--- src/rtl/axis_arb_pkg.sv ---
// Shared constants for the AXI-Stream round-robin arbiter.
// State encoding, beat counter width and index-width helper.
package axis_arb_pkg;

    localparam logic ST_IDLE  = 1'b0;
    localparam logic ST_GRANT = 1'b1;

    localparam int BEAT_CNT_W = 8;

    function automatic int idx_w(input int n);
        return (n > 1) ? $clog2(n) : 1;
    endfunction

endpackage

--- src/rtl/axis_arb_out_reg.sv ---
// One-entry registered AXI-Stream stage: load, hold while stalled, drain.
// The caller only asserts load when the stage is empty or draining.
module axis_out_reg
    import axis_arb_pkg::*;
#(
    parameter int W = 8
) (
    input  logic         clk,
    input  logic         rst,
    input  logic         load,
    input  logic [W-1:0] din,
    input  logic         ready,
    output logic         valid,
    output logic [W-1:0] dout
);

    always_ff @(posedge clk) begin
        if (rst) begin
            valid <= 1'b0;
            dout  <= '0;
        end else if (load) begin
            valid <= 1'b1;
            dout  <= din;
        end else if (ready) begin
            valid <= 1'b0;
        end
    end

endmodule

--- src/rtl/axis_rr_arbiter.sv ---
// Round-robin burst arbiter merging NUM_SRC AXI-Stream sources.
// Define ARB_FIXED_PRIORITY_EN to make IDLE pick the lowest-index source.
module axis_rr_arbiter
    import axis_arb_pkg::*;
#(
    parameter int DATA_WIDTH = 8,
    parameter int NUM_SRC    = 4,
    parameter int BURST_LEN  = 4
) (
    input  logic                          clk,
    input  logic                          rst,
    input  logic [NUM_SRC-1:0]            S_AXIS_TVALID,
    input  logic [NUM_SRC*DATA_WIDTH-1:0] S_AXIS_TDATA,
    output logic [NUM_SRC-1:0]            S_AXIS_TREADY,
    output logic                          M_AXIS_TVALID,
    output logic [DATA_WIDTH-1:0]         M_AXIS_TDATA,
    output logic [$clog2(NUM_SRC)-1:0]    M_AXIS_TDEST,
    input  logic                          M_AXIS_TREADY,
    output logic [NUM_SRC-1:0]            grant,
    output logic                          busy
);

    localparam int IDX_W = idx_w(NUM_SRC);

    logic                  state;
    logic [IDX_W-1:0]      last;
    logic [BEAT_CNT_W-1:0] cnt;
    logic [IDX_W-1:0]      g_idx;
    logic [DATA_WIDTH-1:0] sel_data;
    logic [IDX_W-1:0]      pick_idx;
    logic                  pick_found;
    logic                  out_ready;
    logic                  g_valid;
    logic                  accept;
    logic                  last_beat;

`ifdef ARB_FIXED_PRIORITY_EN
    function automatic logic [IDX_W:0] pick(
        input logic [NUM_SRC-1:0] req,
        input logic [IDX_W-1:0]   ptr
    );
        logic [IDX_W:0] res;
        res = '0;
        for (int i = NUM_SRC - 1; i >= 0; i--) begin
            if (req[i]) res = {1'b1, IDX_W'(i)};
        end
        return res;
    endfunction
`else
    // Scan downward so the nearest requester after ptr wins.
    function automatic logic [IDX_W:0] pick(
        input logic [NUM_SRC-1:0] req,
        input logic [IDX_W-1:0]   ptr
    );
        logic [IDX_W:0] res;
        int             idx;
        res = '0;
        for (int k = NUM_SRC; k >= 1; k--) begin
            idx = (int'(ptr) + k) % NUM_SRC;
            if (req[idx]) res = {1'b1, IDX_W'(idx)};
        end
        return res;
    endfunction
`endif

    always_comb begin
        {pick_found, pick_idx} = pick(S_AXIS_TVALID, last);
    end

    always_comb begin
        g_idx    = '0;
        sel_data = '0;
        for (int i = 0; i < NUM_SRC; i++) begin
            if (grant[i]) begin
                g_idx    = IDX_W'(i);
                sel_data = S_AXIS_TDATA[i*DATA_WIDTH +: DATA_WIDTH];
            end
        end
    end

    assign busy      = (state == ST_GRANT);
    assign out_ready = ~M_AXIS_TVALID | M_AXIS_TREADY;
    assign S_AXIS_TREADY = (busy && out_ready && !rst) ? grant : '0;
    assign g_valid   = |(S_AXIS_TVALID & grant);
    assign accept    = |(S_AXIS_TVALID & S_AXIS_TREADY);
    assign last_beat = (cnt == BEAT_CNT_W'(BURST_LEN - 1));

    always_ff @(posedge clk) begin
        if (rst) begin
            state <= ST_IDLE;
            grant <= '0;
            last  <= IDX_W'(NUM_SRC - 1);
            cnt   <= '0;
        end else begin
            case (state)
                ST_IDLE: begin
                    if (pick_found) begin
                        state <= ST_GRANT;
                        grant <= NUM_SRC'(1) << pick_idx;
                        last  <= pick_idx;
                        cnt   <= '0;
                    end
                end
                ST_GRANT: begin
                    if (!g_valid) begin
                        state <= ST_IDLE;
                        grant <= '0;
                    end else if (accept) begin
                        if (last_beat) begin
                            state <= ST_IDLE;
                            grant <= '0;
                            cnt   <= '0;
                        end else begin
                            cnt <= cnt + 1'b1;
                        end
                    end
                end
                default: begin
                    state <= ST_IDLE;
                    grant <= '0;
                end
            endcase
        end
    end

    axis_out_reg #(
        .W(IDX_W + DATA_WIDTH)
    ) u_out (
        .clk  (clk),
        .rst  (rst),
        .load (accept),
        .din  ({g_idx, sel_data}),
        .ready(M_AXIS_TREADY),
        .valid(M_AXIS_TVALID),
        .dout ({M_AXIS_TDEST, M_AXIS_TDATA})
    );

endmodule

--- config.mk ---
export PLATFORM = sky130hd
export DESIGN_NAME = axis_rr_arbiter
export DESIGN_NICKNAME = d
export VERILOG_FILES = /design/src/rtl/axis_arb_pkg.sv /design/src/rtl/axis_arb_out_reg.sv /design/src/rtl/axis_rr_arbiter.sv
export SDC_FILE = /design/constraint.sdc
export NUM_CORES = 1
export LEC_CHECK = 0
export ABC_CLOCK_PERIOD_IN_PS = 2000
export CORE_MARGIN = 8
export CORE_UTILIZATION = 42
export CTS_BUF_LIST = sky130_fd_sc_hd__clkbuf_8
export DETAILED_ROUTE_END_ITERATION = 8
export PLACE_DENSITY = 0.78
export SYNTH_ARGS = -nofsm -noshare
export SYNTH_HDL_FRONTEND = slang
export SYNTH_SLANG_ARGS = --single-unit
--- constraint.sdc ---
create_clock -name clk -period 2 [get_ports clk]
set_input_delay 0.4 -clock clk [delete_from_list [all_inputs] [get_ports clk]]
set_output_delay 0.4 -clock clk [all_outputs]
set_load 0.05 [all_outputs]
==> results of run 1 <==
repair_timing:
item | 4_1_cts | 5_1_grt
endpoints found under the setup margin | 4 | 4
hold buffers | 0 | 0
gates resized for setup | 2 | 4
cell families (layout without fill, tap and decap cells):
logic type               Yosys count  in the layout  share of synthesized area
adder cells (fa/ha/maj)            1              1                    0.00842
flip-flops                        26             26                      0.350
buffers and inverters             15             88                     0.0471
AO/OA/AOI/OAI                     71             71                      0.362
AND/OR/NAND/NOR                   61             61                      0.232
cells in the final DEF, fill, tap and decap left out, types with 4 or more instances in the layout:
cell type	instances
sky130_fd_sc_hd__a21o_1	8
sky130_fd_sc_hd__a21oi_1	5
sky130_fd_sc_hd__a22oi_1	18
sky130_fd_sc_hd__a2bb2oi_1	5
sky130_fd_sc_hd__buf_12	7
sky130_fd_sc_hd__buf_4	21
sky130_fd_sc_hd__clkdlybuf4s50_1	50
sky130_fd_sc_hd__dfxtp_1	26
sky130_fd_sc_hd__inv_1	4
sky130_fd_sc_hd__nand2_1	10
sky130_fd_sc_hd__nand3_1	4
sky130_fd_sc_hd__nor2_1	11
sky130_fd_sc_hd__nor3_1	5
sky130_fd_sc_hd__nor3b_1	9
sky130_fd_sc_hd__o21ai_0	11
sky130_fd_sc_hd__o32ai_1	7
power groups by stage:
stage | Clock [mW] | Sequential (mW) | Combinational (mW)
final | 0.436 | 0.560 | 0.402
after global routing | 0.462 | 0.562 | 0.428
after CTS | 0.440 | 0.559 | 0.397
after detailed placement | 0 | 0.571 | 0.396
after global placement | 0 | 0.568 | 0.388
after floorplan | 0 | 0.613 | 0.156
stage by stage:
stage          instances  setup WS [ns]
2_1_floorplan        174         -0.407
3_3_place_gp         289        -0.0965
3_5_place_dp         289         -0.167
4_1_cts              293         0.0178
5_1_grt              293         0.0191
6_report             293         0.0790
critical path, cell delays in order:
cell	delay, ns
sky130_fd_sc_hd__clkdlybuf4s50_1	0.44
sky130_fd_sc_hd__nand2b_4	0.20
sky130_fd_sc_hd__nor3_1	0.19
sky130_fd_sc_hd__buf_4	0.16
sky130_fd_sc_hd__buf_12	0.12
metal layers:
metal	part of all wire	GRT usage	up-vias	wire length [um]
met2	0.48	0.287	77	2200
met3	0.10	0.0658	4	470
met1	0.41	0.177	795	1910
met5	0	0	-	0
met4	0.0054	0.0405	0	25
li1	-	-	815	-
layout make-up:
class | count | area (um2) | share of cell area
well taps | 46 | 57.6 | 0.0241
clock inverters | 1 | 30.0 | 0.0126
clock buffers | 3 | 41.3 | 0.0173
inverters | 5 | 18.8 | 0.00785
flip-flops and latches | 26 | 520 | 0.218
repair buffers | 79 | 811 | 0.339
multi-input cells | 133 | 913 | 0.382
worst min-delay path by stage:
stage	from	to	slack, ns	depth (start not counted)
floorplan	cnt[7]$_SDFFE_PP0P_	cnt[7]$_SDFFE_PP0P_	0.45	2
global placement	cnt[7]$_SDFFE_PP0P_	cnt[7]$_SDFFE_PP0P_	0.47	2
detailed placement	cnt[7]$_SDFFE_PP0P_	cnt[7]$_SDFFE_PP0P_	0.49	2
CTS	cnt[7]$_SDFFE_PP0P_	cnt[7]$_SDFFE_PP0P_	0.50	2
global route	cnt[6]$_SDFFE_PP0P_	cnt[6]$_SDFFE_PP0P_	0.54	2
finish	cnt[7]$_SDFFE_PP0P_	cnt[7]$_SDFFE_PP0P_	0.50	2
registers in the layout, summed over array words and instances (netlist names):
name / cells
u_out.dout: 10
cnt: 8
grant: 4
last: 2
busy: 1
u_out.valid: 1
==> insert_results.sql, run 1 <==
INSERT INTO impl_metrics (metric_group, metric, value, unit) VALUES
('status', 'status', 'complete, no violations', ''),
('grt', 'grt_first_pass_wirelength', '7.33', 'mm'),
('power_and_ir_drop', 'switching_share', '0.283', ''),
('synthesis', 'synth_largest_area_cell', 'sky130_fd_sc_hd__dfxtp_1', ''),
('finish', 'drive_above_1_share', '0.174', ''),
('route', 'detail_route.vias_per_cell', '5.77', ''),
('synthesis', 'ff_latch_count_synth', '26', ''),
('sta', 'setup_viol_count_final', '0', ''),
('finish', 'antenna_diode_count', '0', ''),
('grt', 'largest_net_degree_at_the_start_of_global_routing', '33', ''),
('synthesis', 'ys_async_sr_fraction', '0', ''),
('cts', 'worst_setup_hold_path_clk_slew', '0.09', 'ns'),
('sta', 'post-route-period-util', '0.961', ''),
('power_and_ir_drop', 'seq_power_share', '0.401', ''),
('sta', 'finalClockSkew', '0.00411', 'ns'),
('sta', 'finalMaxSlewViolations', '0', ''),
('power_and_ir_drop', 'power.share.combinational', '0.287', ''),
('cts', 'root_buffer', 'sky130_fd_sc_hd__clkbuf_8', ''),
('finish', 'finalInstanceArea', '0.00239', 'mm2'),
('synthesis', 'ys.flop_type', 'sky130_fd_sc_hd__dfxtp_1', ''),
('critical_path', 'r2r_start', 'cnt[0]$_SDFFE_PP0P_', ''),
('finish', 'postLayoutCoreUtil', '0.711', ''),
('synthesis', 'synth.net_count', '214', ''),
('critical_path', 'critical_path.endpoint', 'S_AXIS_TREADY[0]', ''),
('sta', 'maxClockFrequency', '521', 'MHz'),
('synthesis', 'number_of_flops_mapped_to_enable_cells_by_yosys', '0', ''),
('synthesis', 'yosys.cell_types.count', '43', ''),
('synthesis', 'yosysSeqAreaShare', '0.350', ''),
('critical_path', 'criticalPathCategory', 'input port to primary output', ''),
('route', 'detail_route.wl_per_cell', '15.7', 'um'),
('critical_path', 'cp_max_fo', '6', ''),
('critical_path', 'ff2ff_setup_slack', '0.20', 'ns'),
('critical_path', 'cp-end-kind', 'primary output', ''),
('route', 'ant_nets', '0', ''),
('route', 'firstDrtPassIters', '4', ''),
('sta', 'period_needed', '1.92', 'ns'),
('power_and_ir_drop', 'clock_power_share', '0.312', ''),
('placement', 'place_hpwl', '3.61', 'mm'),
('sta', 'rsz_0062_raised_after_global_routing', 'false', ''),
('run', 'max_cap_viol_count', '0', ''),
('grt', 'grt_usage', '0.163', ''),
('cts', 'cts_sinks', '26', ''),
('grt', 'first_global_vias', '1706', ''),
('sta', 'finalSetupTns', '0', 'ns'),
('placement', 'place.gp.congestion', '0.912', ''),
('cts', 'cts_htree_levels', '1', ''),
('worst_hold_path', 'min_path_type', 'flip-flop to flip-flop', ''),
('cts', 'clock_path_buffers', '2', ''),
('cts', 'cts_made_buffers', '3', ''),
('cts', 'cts_tree', 'yes', ''),
('route', 'drt-initial-drc-count', '155', ''),
('die', 'floorplan.die_area', '0.00570', 'mm2'),
('critical_path', 'ff_to_ff_path_depth', '7', ''),
('cts', 'clock_insertion_delay_worst_skew', '0.27', 'ns'),
('die', 'die_width', '75.5', 'um'),
('critical_path', 'worstPathRequired', '1.60', 'ns'),
('synthesis', 'synthCells', '174', ''),
('cts', 'post_cts.repair.setup_buffers', '0', ''),
('grt', 'number_of_antenna_violations_at_the_first_check_in_global_routing', '0', ''),
('synthesis', 'synth_top_cells_by_area', 'sky130_fd_sc_hd__dfxtp_1, sky130_fd_sc_hd__a22oi_1, sky130_fd_sc_hd__nor3b_1', ''),
('synthesis', 'synth_warnings', '0', ''),
('synthesis', 'yosys.cell_count.top_type', 'sky130_fd_sc_hd__dfxtp_1', ''),
('die', 'ios', '59', ''),
('placement', 'placement.cell_area', '0.00230', 'mm2'),
('power_and_ir_drop', 'internal_power', '1.00', 'mW'),
('finish', 'nets', '288', ''),
('power_and_ir_drop', 'sw_pwr', '0.395', 'mW'),
('placement', 'portBuffers', '58', ''),
('critical_path', 'setup.worst_path.start_class', 'input port', ''),
('power_and_ir_drop', 'powerDensity', '584', 'mW/mm2'),
('power_and_ir_drop', 'report.power.total', '1.40', 'mW');
Note: power is estimated with default switching activity, not from simulation.
==> run 2, diff against run 1 <==
--- a/config.mk
+++ b/config.mk
@@ -8,9 +8,10 @@
 export ABC_CLOCK_PERIOD_IN_PS = 2000
 export CORE_MARGIN = 8
 export CORE_UTILIZATION = 42
-export CTS_BUF_LIST = sky130_fd_sc_hd__clkbuf_8
+export CTS_BUF_LIST = sky130_fd_sc_hd__clkbuf_4 sky130_fd_sc_hd__clkbuf_8
 export DETAILED_ROUTE_END_ITERATION = 8
 export PLACE_DENSITY = 0.78
+export SKIP_LAST_GASP = 1
 export SYNTH_ARGS = -nofsm -noshare
 export SYNTH_HDL_FRONTEND = slang
 export SYNTH_SLANG_ARGS = --single-unit
==> insert_results.sql, run 2 (synthesis gave the netlist of run 1 again) <==
INSERT INTO impl_metrics (metric_group, metric, value, unit) VALUES
('power_and_ir_drop', 'ir_worst_vdd', '0.283', 'mV'),
('die', 'ios', '59', ''),
('die', 'die_width', '75.5', 'um'),
('sta', 'finalHoldViolations', '0', ''),
('placement', 'post-place-cells', '289', ''),
('critical_path', 'criticalPathCategory', 'input port to primary output', ''),
('finish', 'layout.cells.most_common_list', 'sky130_fd_sc_hd__clkdlybuf4s50_1, sky130_fd_sc_hd__dfxtp_1, sky130_fd_sc_hd__buf_4', ''),
('placement', 'placement.cell_area', '0.00230', 'mm2'),
('route', 'firstDrtPassIters', '4', ''),
('grt', 'number_of_antenna_violations_at_the_first_check_in_global_routing', '0', ''),
('critical_path', 'ff_to_ff_path_depth', '7', ''),
('sta', 'period_needed', '1.95', 'ns'),
('sta', 'finalMaxSlewViolations', '0', ''),
('route', 'vias', '1686', ''),
('finish', 'instances_no_fill', '293', ''),
('power_and_ir_drop', 'report.power.total', '1.33', 'mW'),
('critical_path', 'r2r_start', 'cnt[0]$_SDFFE_PP0P_', ''),
('power_and_ir_drop', 'internal_power', '0.937', 'mW'),
('power_and_ir_drop', 'seq_power_share', '0.423', ''),
('route', 'drt-initial-drc-count', '173', ''),
('die', 'floorplan.die_area', '0.00570', 'mm2'),
('critical_path', 'critical_path.max_stage_delay', '0.45', 'ns'),
('die', 'initial_utilization', '0.442', ''),
('placement', 'place.gp.congestion', '0.912', ''),
('sta', 'post-route-period-util', '0.975', ''),
('run', 'max_cap_viol_count', '0', ''),
('critical_path', 'setup.worst_path.start_class', 'input port', ''),
('grt', 'grt_usage', '0.164', ''),
('critical_path', 'worstReg2RegEnd', 'grant[1]$_SDFFE_PP0P_', ''),
('critical_path', 'crit_chain', 'clkdlybuf4s50_1, nand2b_4, nor3_1, buf_4, buf_12', ''),
('critical_path', 'critical-path-top-delay-family', 'buffers and inverters', ''),
('die', 'die_height', '75.5', 'um'),
('power_and_ir_drop', 'p_leak', '0.936', 'nW'),
('power_and_ir_drop', 'sw_pwr', '0.389', 'mW'),
('cts', 'cts_tree', 'yes', ''),
('route', 'ant_nets', '0', ''),
('finish', 'layout_top_registers', 'u_out.dout (10), cnt (8), grant (4)', ''),
('sta', 'worst_pin_slew', '0.749', 'ns'),
('placement', 'place_hpwl', '3.61', 'mm'),
('die', 'core_area', '0.00336', 'mm2'),
('finish', 'largest-register', 'u_out.dout', ''),
('sta', 'rsz_0062_raised_after_global_routing', 'false', ''),
('power_and_ir_drop', 'clock_power_share', '0.276', ''),
('grt', 'first_global_vias', '1709', ''),
('finish', 'antenna_diode_count', '0', ''),
('route', 'wirelength', '4.60', 'mm'),
('critical_path', 'arrival', '1.55', 'ns'),
('cts', 'clock_insertion_delay_worst_skew', '0.33', 'ns'),
('cts', 'cts_made_buffers', '3', ''),
('finish', 'layout_commonest_cell', 'sky130_fd_sc_hd__clkdlybuf4s50_1', ''),
('cts', 'root_buffer', 'sky130_fd_sc_hd__clkbuf_4', ''),
('cts', 'worst_setup_hold_path_clk_slew', '0.15', 'ns'),
('power_and_ir_drop', 'power.share.combinational', '0.301', ''),
('sta', 'setup_viol_count_final', '0', ''),
('critical_path', 'worstPathRequired', '1.60', 'ns'),
('worst_hold_path', 'holdCritStartpoint', 'cnt[7]$_SDFFE_PP0P_', ''),
('grt', 'largest_net_degree_at_the_start_of_global_routing', '33', ''),
('route', 'drcViolationCount', '0', ''),
('power_and_ir_drop', 'powerDensity', '559', 'mW/mm2'),
('finish', 'finalInstanceArea', '0.00237', 'mm2'),
('worst_hold_path', 'min_path_cells', '2', ''),
('cts', 'cts_sinks', '26', ''),
('cts', 'post_cts.repair.setup_buffers', '0', ''),
('finish', 'synthToLayoutAreaGrowth', '59.6', '%'),
('die', 'standard_cell_row_count', '21', ''),
('cts', 'clock_path_buffers', '2', ''),
('critical_path', 'critPathBufInv', '3', ''),
('finish', 'nets', '288', ''),
('placement', 'portBuffers', '58', ''),
('status', 'status', 'complete, no violations', ''),
('critical_path', 'ff2ff_setup_slack', '0.18', 'ns'),
('route', 'detail_route.vias_per_cell', '5.75', ''),
('sta', 'finalClockSkew', '0.0100', 'ns'),
('grt', 'grt_first_pass_wirelength', '7.40', 'mm'),
('power_and_ir_drop', 'switching_share', '0.293', ''),
('critical_path', 'cp_max_fo', '6', ''),
('cts', 'cts_htree_levels', '1', ''),
('route', 'detail_route.wl_per_cell', '15.7', 'um'),
('worst_hold_path', 'min_path_type', 'flip-flop to flip-flop', ''),
('sta', 'worst_slew_margin_rel', '0.499', ''),
('sta', 'maxClockFrequency', '513', 'MHz'),
('worst_hold_path', 'holdPathEnd', 'cnt[7]$_SDFFE_PP0P_', ''),
('critical_path', 'cp_num_cells', '5', ''),
('critical_path', 'critical-path-slowest-cell', 'sky130_fd_sc_hd__clkdlybuf4s50_1', ''),
('grt', 'grt_overflow', '0', ''),
('finish', 'drive_above_1_share', '0.174', ''),
('finish', 'max_reg_flops', '10', ''),
('critical_path', 'cp-end-kind', 'primary output', '');
run 2: changes by cell type in the layout (fill, tap and decap cells not counted):
| cell | previous run | this run |
|---|---|---|
| sky130_fd_sc_hd__clkbuf_4 | 0 | 3 |
| sky130_fd_sc_hd__clkbuf_8 | 3 | 0 |
| sky130_fd_sc_hd__clkdlybuf4s50_1 | 50 | 49 |
| sky130_fd_sc_hd__dlygate4sd2_1 | 0 | 1 |
run 2: layout make-up:
class	count	area, um2
clock buffers	3	22.5
clock inverters	1	30.0
fillers	271	991
inverters	5	18.8
multi-input cells	133	913
flip-flops and latches	26	520
well taps	46	57.6
repair buffers	79	810
run 2: how the worst max path moves through the flow:
stage	from	endpoint	slack (ns)
2_1_floorplan	busy$_SDFF_PP0_	S_AXIS_TREADY[0]	-0.41
6_report	rst	S_AXIS_TREADY[0]	0.05
5_1_grt	u_out.dout[9]$_SDFFE_PP0P_	M_AXIS_TDEST[1]	0.01
4_1_cts	rst	S_AXIS_TREADY[3]	-0.02
3_5_place_dp	S_AXIS_TVALID[1]	cnt[1]$_SDFFE_PP0P_	-0.17
3_3_place_gp	M_AXIS_TREADY	S_AXIS_TREADY[3]	-0.1
run 2: through the flow:
step	utilization	worst slack (ns)	hold slack, ns	TNS [ns]
after global placement	0.684	-0.0965	0.466	-0.261
after CTS	0.700	-0.0230	0.507	-0.0383
after global routing	0.705	0.0149	0.544	0
after floorplan	-	-0.407	0.449	-0.814
final	0.705	0.0494	0.502	0
after detailed placement	0.684	-0.167	0.487	-0.971
run 2: tightest hold or removal path: cells and delay by family (launching register included):
| family | cells | cell delay, ns |
|---|---|---|
| flops | 1 | 0.36 |
| simple gates | 1 | 0.06 |
| compound gates | 1 | 0.06 |
run 2: repair_timing:
item                       CTS  global route
resized for setup            2             5
setup endpoints to repair    5             5
hold buffers                 0             0
run 2: power groups by stage:
stage	registers, mW	clock network, mW	logic, mW
floorplan	0.613	0	0.156
global placement	0.568	0	0.388
detailed placement	0.571	0	0.396
CTS	0.559	0.368	0.396
global route	0.563	0.395	0.427
finish	0.561	0.366	0.399
run 2: layer usage:
layer  global-route usage  share of wire
met1                0.183           0.42
met2                0.284           0.48
met3               0.0605          0.098
met4               0.0469          0.011
met5                    0              0
